$ cat src/rtl/noc_output_arbiter.sv
`default_nettype none
// ============================================================================
// Module      : noc_output_arbiter
// Description : Per-output-port round-robin wormhole arbiter and registered
//               link driver with per-VC downstream credit counters.
// Revision    : 1.0 - initial release
// ============================================================================
module noc_output_arbiter #(
    parameter int         CHANNELS      = 2,
    parameter int         DEPTH         = 4,
    parameter int         FLIT_WIDTH    = 32,
    parameter logic [4:0] ACTIVATE_PORT = 5'b11111,
    localparam int        VCW           = (CHANNELS > 1) ? $clog2(CHANNELS) : 1,
    localparam int        CW            = $clog2(DEPTH + 1)
) (
    input  logic                    noc_clk,
    input  logic                    noc_rst,
    input  logic [4:0]              in_valid,
    input  logic [4:0]              in_head,
    input  logic [4:0]              in_tail,
    input  logic [5*VCW-1:0]        in_vc,
    input  logic [5*FLIT_WIDTH-1:0] in_flit,
    output logic [4:0]              in_ready,
    output logic [4:0]              grant,
    output logic                    out_valid,
    output logic [FLIT_WIDTH-1:0]   out_flit,
    output logic [VCW-1:0]          out_vc,
    output logic                    out_head,
    output logic                    out_tail,
    input  logic [CHANNELS-1:0]     credit_in,
    output logic                    err_credit
);

    localparam logic [0:0]    c_IDLE   = 1'b0;
    localparam logic [0:0]    c_LOCKED = 1'b1;
    localparam logic [CW-1:0] c_DEPTH  = CW'(DEPTH);

    logic [0:0]          r_state;
    logic [2:0]          r_owner;
    logic [2:0]          r_rr_ptr;
    logic [VCW-1:0]      r_vc;
    logic [CW-1:0]       r_credit [CHANNELS];
    logic                r_err;
    logic                r_out_valid;
    logic [FLIT_WIDTH-1:0] r_out_flit;
    logic [VCW-1:0]      r_out_vc;
    logic                r_out_head;
    logic                r_out_tail;

    logic [4:0]          w_cand;
    logic [4:0]          w_grant;
    logic                w_pick_valid;
    logic [2:0]          w_pick_idx;
    logic [VCW-1:0]      w_pick_vc;
    logic                w_own_credit;
    logic                w_xfer;
    logic                w_sel_tail;
    logic                w_sel_head;
    logic [FLIT_WIDTH-1:0] w_sel_flit;
    logic [CHANNELS-1:0] w_dec;

    function automatic logic [2:0] f_wrap(input logic [2:0] base, input int k);
        int s;
        s = int'(base) + k;
        if (s >= 5) s = s - 5;
        return 3'(s);
    endfunction

    // A head is only a candidate if its requested VC currently has credit
    always_comb begin
        w_cand = '0;
        for (int i = 0; i < 5; i++) begin
            for (int c = 0; c < CHANNELS; c++) begin
                if (in_vc[i*VCW +: VCW] == VCW'(c) && r_credit[c] != '0)
                    w_cand[i] = ACTIVATE_PORT[i] & in_valid[i] & in_head[i];
            end
        end
    end

    // Descending scan so the lowest rotated offset from rr_ptr wins
    always_comb begin
        w_pick_valid = 1'b0;
        w_pick_idx   = '0;
        w_pick_vc    = '0;
        for (int k = 4; k >= 0; k--) begin
            if (w_cand[f_wrap(r_rr_ptr, k)]) begin
                w_pick_valid = 1'b1;
                w_pick_idx   = f_wrap(r_rr_ptr, k);
            end
        end
        for (int i = 0; i < 5; i++) begin
            if (w_pick_idx == 3'(i)) w_pick_vc = in_vc[i*VCW +: VCW];
        end
    end

    always_comb begin
        w_own_credit = 1'b0;
        for (int c = 0; c < CHANNELS; c++) begin
            if (r_vc == VCW'(c) && r_credit[c] != '0) w_own_credit = 1'b1;
        end
    end

    for (genvar i = 0; i < 5; i++) begin : g_port
        assign w_grant[i]  = (r_state == c_LOCKED) && (r_owner == 3'(i));
        assign in_ready[i] = w_grant[i] & w_own_credit;
    end

    assign w_xfer     = |(in_valid & in_ready);
    assign w_sel_head = |(in_head & w_grant);
    assign w_sel_tail = |(in_tail & w_grant);

    always_comb begin
        w_sel_flit = '0;
        for (int i = 0; i < 5; i++) begin
            if (w_grant[i]) w_sel_flit = in_flit[i*FLIT_WIDTH +: FLIT_WIDTH];
        end
    end

    always_comb begin
        w_dec = '0;
        for (int c = 0; c < CHANNELS; c++) begin
            w_dec[c] = w_xfer && (r_vc == VCW'(c));
        end
    end

    always_ff @(posedge noc_clk) begin
        if (noc_rst) begin
            r_state  <= c_IDLE;
            r_owner  <= '0;
            r_vc     <= '0;
            r_rr_ptr <= '0;
        end else begin
            case (r_state)
                c_IDLE: begin
                    if (w_pick_valid) begin
                        r_state <= c_LOCKED;
                        r_owner <= w_pick_idx;
                        r_vc    <= w_pick_vc;
                    end
                end
                c_LOCKED: begin
                    if (w_xfer && w_sel_tail) begin
                        r_state  <= c_IDLE;
                        r_rr_ptr <= (r_owner == 3'd4) ? 3'd0 : r_owner + 3'd1;
                    end
                end
                default: r_state <= c_IDLE;
            endcase
        end
    end

    always_ff @(posedge noc_clk) begin
        if (noc_rst) begin
            r_out_valid <= 1'b0;
            r_out_flit  <= '0;
            r_out_vc    <= '0;
            r_out_head  <= 1'b0;
            r_out_tail  <= 1'b0;
        end else begin
            r_out_valid <= w_xfer;
            if (w_xfer) begin
                r_out_flit <= w_sel_flit;
                r_out_vc   <= r_vc;
                r_out_head <= w_sel_head;
                r_out_tail <= w_sel_tail;
            end
        end
    end

    // Simultaneous return and consume on one VC cancel out
    always_ff @(posedge noc_clk) begin
        if (noc_rst) begin
            r_err <= 1'b0;
            for (int c = 0; c < CHANNELS; c++) r_credit[c] <= c_DEPTH;
        end else begin
            for (int c = 0; c < CHANNELS; c++) begin
                if (credit_in[c] && !w_dec[c]) begin
                    if (r_credit[c] == c_DEPTH) r_err <= 1'b1;
                    else r_credit[c] <= r_credit[c] + CW'(1);
                end else if (!credit_in[c] && w_dec[c]) begin
                    r_credit[c] <= r_credit[c] - CW'(1);
                end
            end
        end
    end

    assign grant      = w_grant;
    assign out_valid  = r_out_valid;
    assign out_flit   = r_out_flit;
    assign out_vc     = r_out_vc;
    assign out_head   = r_out_head;
    assign out_tail   = r_out_tail;
    assign err_credit = r_err;

endmodule
`default_nettype wire
$ cat config.mk
export PLATFORM = sky130hd
export DESIGN_NAME = noc_output_arbiter
export DESIGN_NICKNAME = d
export VERILOG_FILES = /design/src/rtl/noc_output_arbiter.sv
export SDC_FILE = /design/constraint.sdc
export NUM_CORES = 1
export LEC_CHECK = 0
export BUFFER_PORTS_ARGS = -buffer_cell sky130_fd_sc_hd__buf_2
export CELL_PAD_IN_SITES_DETAIL_PLACEMENT = 1
export CELL_PAD_IN_SITES_GLOBAL_PLACEMENT = 2
export CORE_MARGIN = 4
export CORE_UTILIZATION = 24
export CTS_BUF_LIST = sky130_fd_sc_hd__clkbuf_4 sky130_fd_sc_hd__clkbuf_8 sky130_fd_sc_hd__clkbuf_16
export CTS_CLUSTER_DIAMETER = 200
export DETAILED_ROUTE_END_ITERATION = 10
export PLACE_DENSITY = 0.88
export SYNTH_ARGS = -nofsm -noshare
export SYNTH_HDL_FRONTEND = slang
export SYNTH_SLANG_ARGS = --single-unit
$ cat constraint.sdc
create_clock -name noc_clk -period 4 [get_ports noc_clk]
set_clock_uncertainty 0.05 [all_clocks]
set_input_delay 0.8 -clock noc_clk [delete_from_list [all_inputs] [get_ports noc_clk]]
set_output_delay 0.8 -clock noc_clk [all_outputs]
set_load 0.03 [all_outputs]
Word-level counts from Yosys, hierarchy flattened --
Memories as Yosys holds them, arrays and structs flattened. Cells that the tools add are included.
Cells by class: add/sub/neg operators 14, multipliers 0, divide/modulo/power cells 0, order comparisons 10, equality and inequality tests 10, shifts and indexed selects 0, muxes and demuxes 77, bitwise logic cells 24, reductions and logical operators 37
Operator list (count):
- 2-to-1 mux 32 bit | 5
- 2-to-1 mux 1 bit | 51
- 2-to-1 mux 3 bit | 15
- logical AND 1 bit | 24
- less-than comparator 3 x 4 -> 1 bit, second input constant | 5
- >= comparator 4 x 3 -> 1 bit, second input constant | 4
- bitwise AND 5 bit | 3
- binary-select mux 1 bit (select 3 bit) | 5
- OR reduction 5 bit | 3
- subtractor 3 bit, second input constant | 5
- == test 3 x 2 -> 1 bit, second input constant | 4
- == test 3 bit, second input constant | 4
- bitwise AND 1 bit | 10
- adder 3 x 1 -> 3 bit, second input constant | 3
- adder 3 x 2 -> 4 bit, second input constant | 2
- inverter 1 bit | 7
- == test 3 x 1 -> 1 bit, second input constant | 2
- zero test 3 bit | 2
- nonzero test 3 bit | 2
- subtractor 3 x 1 -> 3 bit, second input constant | 2
- adder 3 x 1 -> 4 bit, second input constant | 1
- adder 3 x 3 -> 4 bit, second input constant | 1
- zero test 1 bit | 4
- bitwise OR 1 bit | 4
- 3 further kinds | 4
Word-level totals: register bits after elaboration 45, bits in latches 0, memory bits (writable) 6, ROM bits 0, bits of input ports 184, output and inout port bits 47, memories kept 1
Memories:
- r_credit | words 2, width 3, rd ports 2, clocked after Yosys merged registers in 0, wr ports 2, RTL line 42 | logic [CW-1:0] r_credit [CHANNELS];

Longest topological paths before layout --
An unclocked memory read counts as a cell.
depth in word-level cells 18, mapped depth 15, mapped depth without buffers 14

Worst setup path before layout --
Ideal clock, no wire load.
path type register -> register, start register r_rr_ptr[1], end register r_vc, setup time 0.091 ns, data arrival time 3.539 ns, slack 0.320 ns, stages on the path, launching flop included 16, cells stage by stage dfxtp_1 > buf_2 > inv_2 > ha_1 > ha_1 > clkbuf_1 > inv_1 > o21ai_0 > mux2i_1 > nand3_1 > a31oi_4 > o211ai_1 > a221oi_4 > mux2i_1 > a211o_1 > a311oi_1
On the way: cells in the longest elaborated chain, start to end 16
Ends and longest elaborated chain:
- from (decl) | RTL line 40 | logic [2:0] r_rr_ptr;
- from (signal assigned) | RTL line 144 | r_rr_ptr <= (r_owner == 3'd4) ? 3'd0 : r_owner + 3'd1;
- adder 3 x 3 -> 4 bit | RTL line 64 | s = int'(base) + k;
- >= comparator 4 x 3 -> 1 bit or subtractor 3 bit (tied branches) | RTL line 65 | if (s >= 5) s = s - 5;
- 2-to-1 mux 3 bit | RTL line 65
- binary-select mux 1 bit (select 3 bit) | RTL line 86 | if (w_cand[f_wrap(r_rr_ptr, k)]) begin
- 2-to-1 mux 1 bit (not written as such) | RTL line 86
- 2-to-1 mux 3 bit (5 in series) | RTL line 86
- zero test 3 bit | RTL line 92 | if (w_pick_idx == 3'(i)) w_pick_vc = in_vc[i*VCW +: VCW];
- 2-to-1 mux 1 bit (5 in series) | RTL line 92
- to (signal assigned) | RTL line 138 | r_vc <= w_pick_vc;
- to (decl) | RTL line 41 | logic [VCW-1:0] r_vc;
Parallel ways exist; a longest one is shown, timed or not. The select of a mux whose other input is x is not followed. A chain may end at the register's enable or synchronous reset.

Worst setup path after layout --
Same ends and word-level chain as after synthesis.

==> results by stage <==
Logic synthesis:
- The Yosys step of the flow raised 0 warnings.
- Averaged over all synthesized cells, the footprint is 7.09 sq um.
- The synthesized design contains 51 register bits.
- The number of synthesized flops with an enable pin is 6.
- For this run, the register share of the synthesized area comes to 22.5%.
- The number of library cell types mapped by synthesis is 72.
- The most instantiated flip-flop cell in the synthesis netlist is dfxtp_1.
- The share of flip-flops with an asynchronous set or reset is 0%.
- The count of mapped cells out of synthesis is 679.
- In this run the cell area of the synthesized design comes to 0.00481 sq mm.
- The fraction of post-synthesis cell area in the top cell type by area is 18.7%.
- The leading area contributor after synthesis is dfxtp_1.
- In the post-synthesis netlist, the biggest area contributors are dfxtp_1, nor2_1, a21oi_1.
- Synthesis produced a netlist with a net count of 882.

Finish:
- After routing the design area is 0.00640 sq mm.
- Cells fill 32.7% of the core in the end.
- The number of standard cells in the final layout excluding fillers is 1149.
- The fraction of final layout cells sized beyond drive strength 1 is 31.7%.
- The number of fillers in the final layout is 2535.
- The final net count is 1085.
- From synthesis to final layout, the design area changed by 33.0%.

Die:
- The effective utilization at floorplan is 24.6%.
- The floorplan die area is 0.0224 sq mm.
- The placeable core area is 0.0196 sq mm.
- From left edge to right edge, the die measures 150 microns.
- The row count is 51.
- The die extent in y is 150 microns.
- The I/O pin count is 231.

Outcome:
- The run finished with clean final reports.

Pwr:
- The share of total power in sequential cells is 23.3%.
- The internal power summed over all cells is 1620 uW.
- The clock network accounts for 14.7% of the total power.
- The switching share of power is 49.2%.
- In this run the power density over the cells is 499 mW/mm^2.
- The worst-case IR drop observed on VDD is 0.185 mV.
- The analysis attributes to net switching a power of 1570 uW.
- Combinational logic burns 62.0% of the power.
- The leakage power total is 0.00276 uW.

Timing:
- In the finished design, the share of the clock period the worst path needs comes to 92.8%.
- Setup repair after global routing left no endpoint under its margin.
- For the finished layout, the period the worst path requires is 3710 ps.
- The number of max-slew violations in the final report is 0.
- The number of setup violations in the final report is 0.
- Setup total negative slack on the finished layout was measured at 0 ps.
- The highest clock rate is 270 MHz.
- Measured against its own limit, the worst slew margin works out to 45.0%.
- The number of failing hold endpoints at the final stage is 0.
- The slew at the pin with the worst max-slew slack is 815 ps.
- Hold timing on the final database bottoms out at a slack of 419 ps.

Route:
- The post-detailed-route wirelength per cell is 18.7 microns.
- The final routed DRC violation total is 0.
- The detail route stage leaves a number of antenna-violating nets equal to 0.
- The first detailed-routing pass took 5 iterations.
- After the first detailed-routing iteration, the DRC count stood at 269.
- In the routed layout, each cell is associated on average with a via count of 5.37.
- Summed over all layers, the routed wires come to 21.5 mm.
- The via total after detailed routing is 6165.

Critical path:
- The combined buffer and inverter count along the critical path is 3.
- Among cell families on the critical path, the largest total delay comes from compound AO/OA/AOI/OAI gates.
- The signal on the critical path passes through inv_2, ha_1, ha_1, inv_1, o21ai_0, buf_4, mux2i_1, nand3_1, a31oi_4, o211ai_1, a221oi_4, mux2i_1, a211o_1, a311oi_1.
- The required time of the worst setup path is 4160 ps.
- The largest incremental delay on the critical path is 460 ps.
- The startpoint type of the worst setup path is a flop.
- The library cell contributing the largest single delay on the critical path is ha_1.
- The data arrival at the endpoint of the critical path is 3870 ps.
- The critical path start-end classification is reg2reg.
- The worst setup path is captured at a flop.
- Along the worst path, the maximum fanout reaches 8.

Global route:
- The number of global-route vias before repair is 6228.
- The maximum number of pins on one net before global-route repair is 69.
- The number of antenna violations at the first check in global routing is 3.
- The global-route wire length before repair is 32.9 mm.
- The total overflow left after global routing is 0.
- For this run, the total global-route usage over all layers was measured as 18.3%.

Clock tree:
- In this run the deepest clock path goes through 2 buffers.
- The number of levels in the clock H-tree is 2.
- The buffer cell driving the clock tree root is clkbuf_16.
- After clock tree synthesis, the flow added hold-fix buffers numbering 0.
- TritonCTS built the clock tree.
- The number of sinks on the clock net is 51.
- The number of buffers created by CTS is 5.
- The clock edge transition at the registers on the reported setup and hold paths is 70 ps.
- The clock reaches the later pin of the worst-skew pair after 300 ps.

Placed design:
- Counting tap cells, the placed design contains a total of 1140 instances.
- The cell area reported after detailed placement is 0.00623 sq mm.
- The number of buffer cells added on primary ports is 230.
- After legalization and detailed placement, the total HPWL measured 17.1 mm.
- The congestion estimate from routability-driven global placement came to 0.902.

Worst hold path:
- The tightest min-delay check is of the reg2reg type.

Job:
- The max-cap check violation count is 0.
==> Yosys cell counts (4+ instances only) <==
library cell    n
a31oi_1         4
nand2b_1        6
or3_1           5
inv_1          21
a22oi_1         6
a221oi_1       33
nor2_1        131
nor3_1         12
ha_1           17
nand2_1        61
o21ai_0        43
a21o_1          6
edfxtp_1        6
buf_2           6
o311ai_0       33
a21oi_1        60
o211ai_1        9
clkbuf_1       37
nand3b_1        7
nor2b_1         8
o22ai_1         5
a211oi_1        5
dfxtp_1        45
mux2i_1        13
buf_1           9
nand3_1        14
==> tightest hold or removal path, delay by kind of cell (launching register included) <==
family             cells  cell delay (ps)
DFF                    1              310
AOI/OAI and AO/OA      1               60
and+or+nand+nor        1               50
==> final timing paths <==
kind                               to  cells past startpoint                startpoint  slack, ps
hold reg to reg   out_vc$_SDFFE_PP0N_                      2       out_vc$_SDFFE_PP0N_        420
setup / recovery    r_vc$_SDFFE_PP0P_                     14  r_rr_ptr[1]$_SDFFE_PP0P_        290
hold / removal    out_vc$_SDFFE_PP0N_                      2       out_vc$_SDFFE_PP0N_        420
setup reg to reg    r_vc$_SDFFE_PP0P_                     14  r_rr_ptr[1]$_SDFFE_PP0P_        290
==> flip-flops by register name, summed over array words and instances, names as in the netlist <==
signal      count
r_credit        6
err_credit      1
out_head        1
r_vc            1
r_rr_ptr        3
r_owner         3
out_tail        1
out_flit       32
r_state         1
out_valid       1
out_vc          1
==> power by group through the flow <==
stage	sequential (uW)	combinational (uW)	clock [uW]
detailed placement	756	1990	0
CTS	746	2000	495
finish	746	1980	469
global placement	752	1970	0
floorplan	857	1250	0
global route	765	2200	512
==> layout make-up <==
class | instances | area (sq um) | share of cell area (%)
tap | 265 | 332 | 5.18
clock buffer | 7 | 146 | 2.29
timing repair buffer | 250 | 1300 | 20.3
multi-input combinational | 549 | 3440 | 53.7
inverter | 25 | 93.8 | 1.47
sequential | 51 | 1080 | 16.9
antenna | 1 | 2.50 | 0.0391
clock inverter | 1 | 8.76 | 0.137
==> metrics by stage <==
stage	setup slack (ps)	power (uW)
3_5_place_dp	226	2750
5_1_grt	72.7	3480
6_report	290	3200
2_1_floorplan	320	2110
3_3_place_gp	326	2720
4_1_cts	196	3240
==> cells by family after synthesis <==
| kind of cell | count (synthesis) | share of synthesized area (%) |
|---|---|---|
| muxes | 15 | 3.17 |
| buffers and inverters | 79 | 6.55 |
| DFF | 51 | 22.5 |
| adders and majority gates | 19 | 5.25 |
| xor gates and xnor gates | 5 | 0.910 |
| and+or+nand+nor | 267 | 25.1 |
| AOI/OAI and AO/OA | 243 | 36.5 |
==> layer usage <==
layer | GRT usage [%] | vias to the layer above | wire [microns]
met2 | 32.4 | 222 | 10700
met5 | 0 | - | 26
met4 | 5.49 | 4 | 526
met3 | 4.36 | 34 | 1450
li1 | - | 2946 | -
met1 | 21.8 | 2959 | 8800
==> timing repair <==
item | 4_1_cts | 5_1_grt
endpoints found under the setup margin | 0 | 1
gates resized for setup | 0 | 2
setup buffers | 0 | 0
==> cell usage in the layout (no fill, tap or decap), drive strengths merged, types with 8 or more instances in the layout <==
cell / n
mux2i: 13
nor3: 12
buf: 250
dfxtp: 45
nand3b: 8
inv: 25
ha: 17
a21oi: 60
nand3: 14
o21ai: 44
o311ai: 33
nor2b: 8
nand2: 61
nor2: 131
a221oi: 34
o211ai: 9
Power figures use the tool's default switching activity.
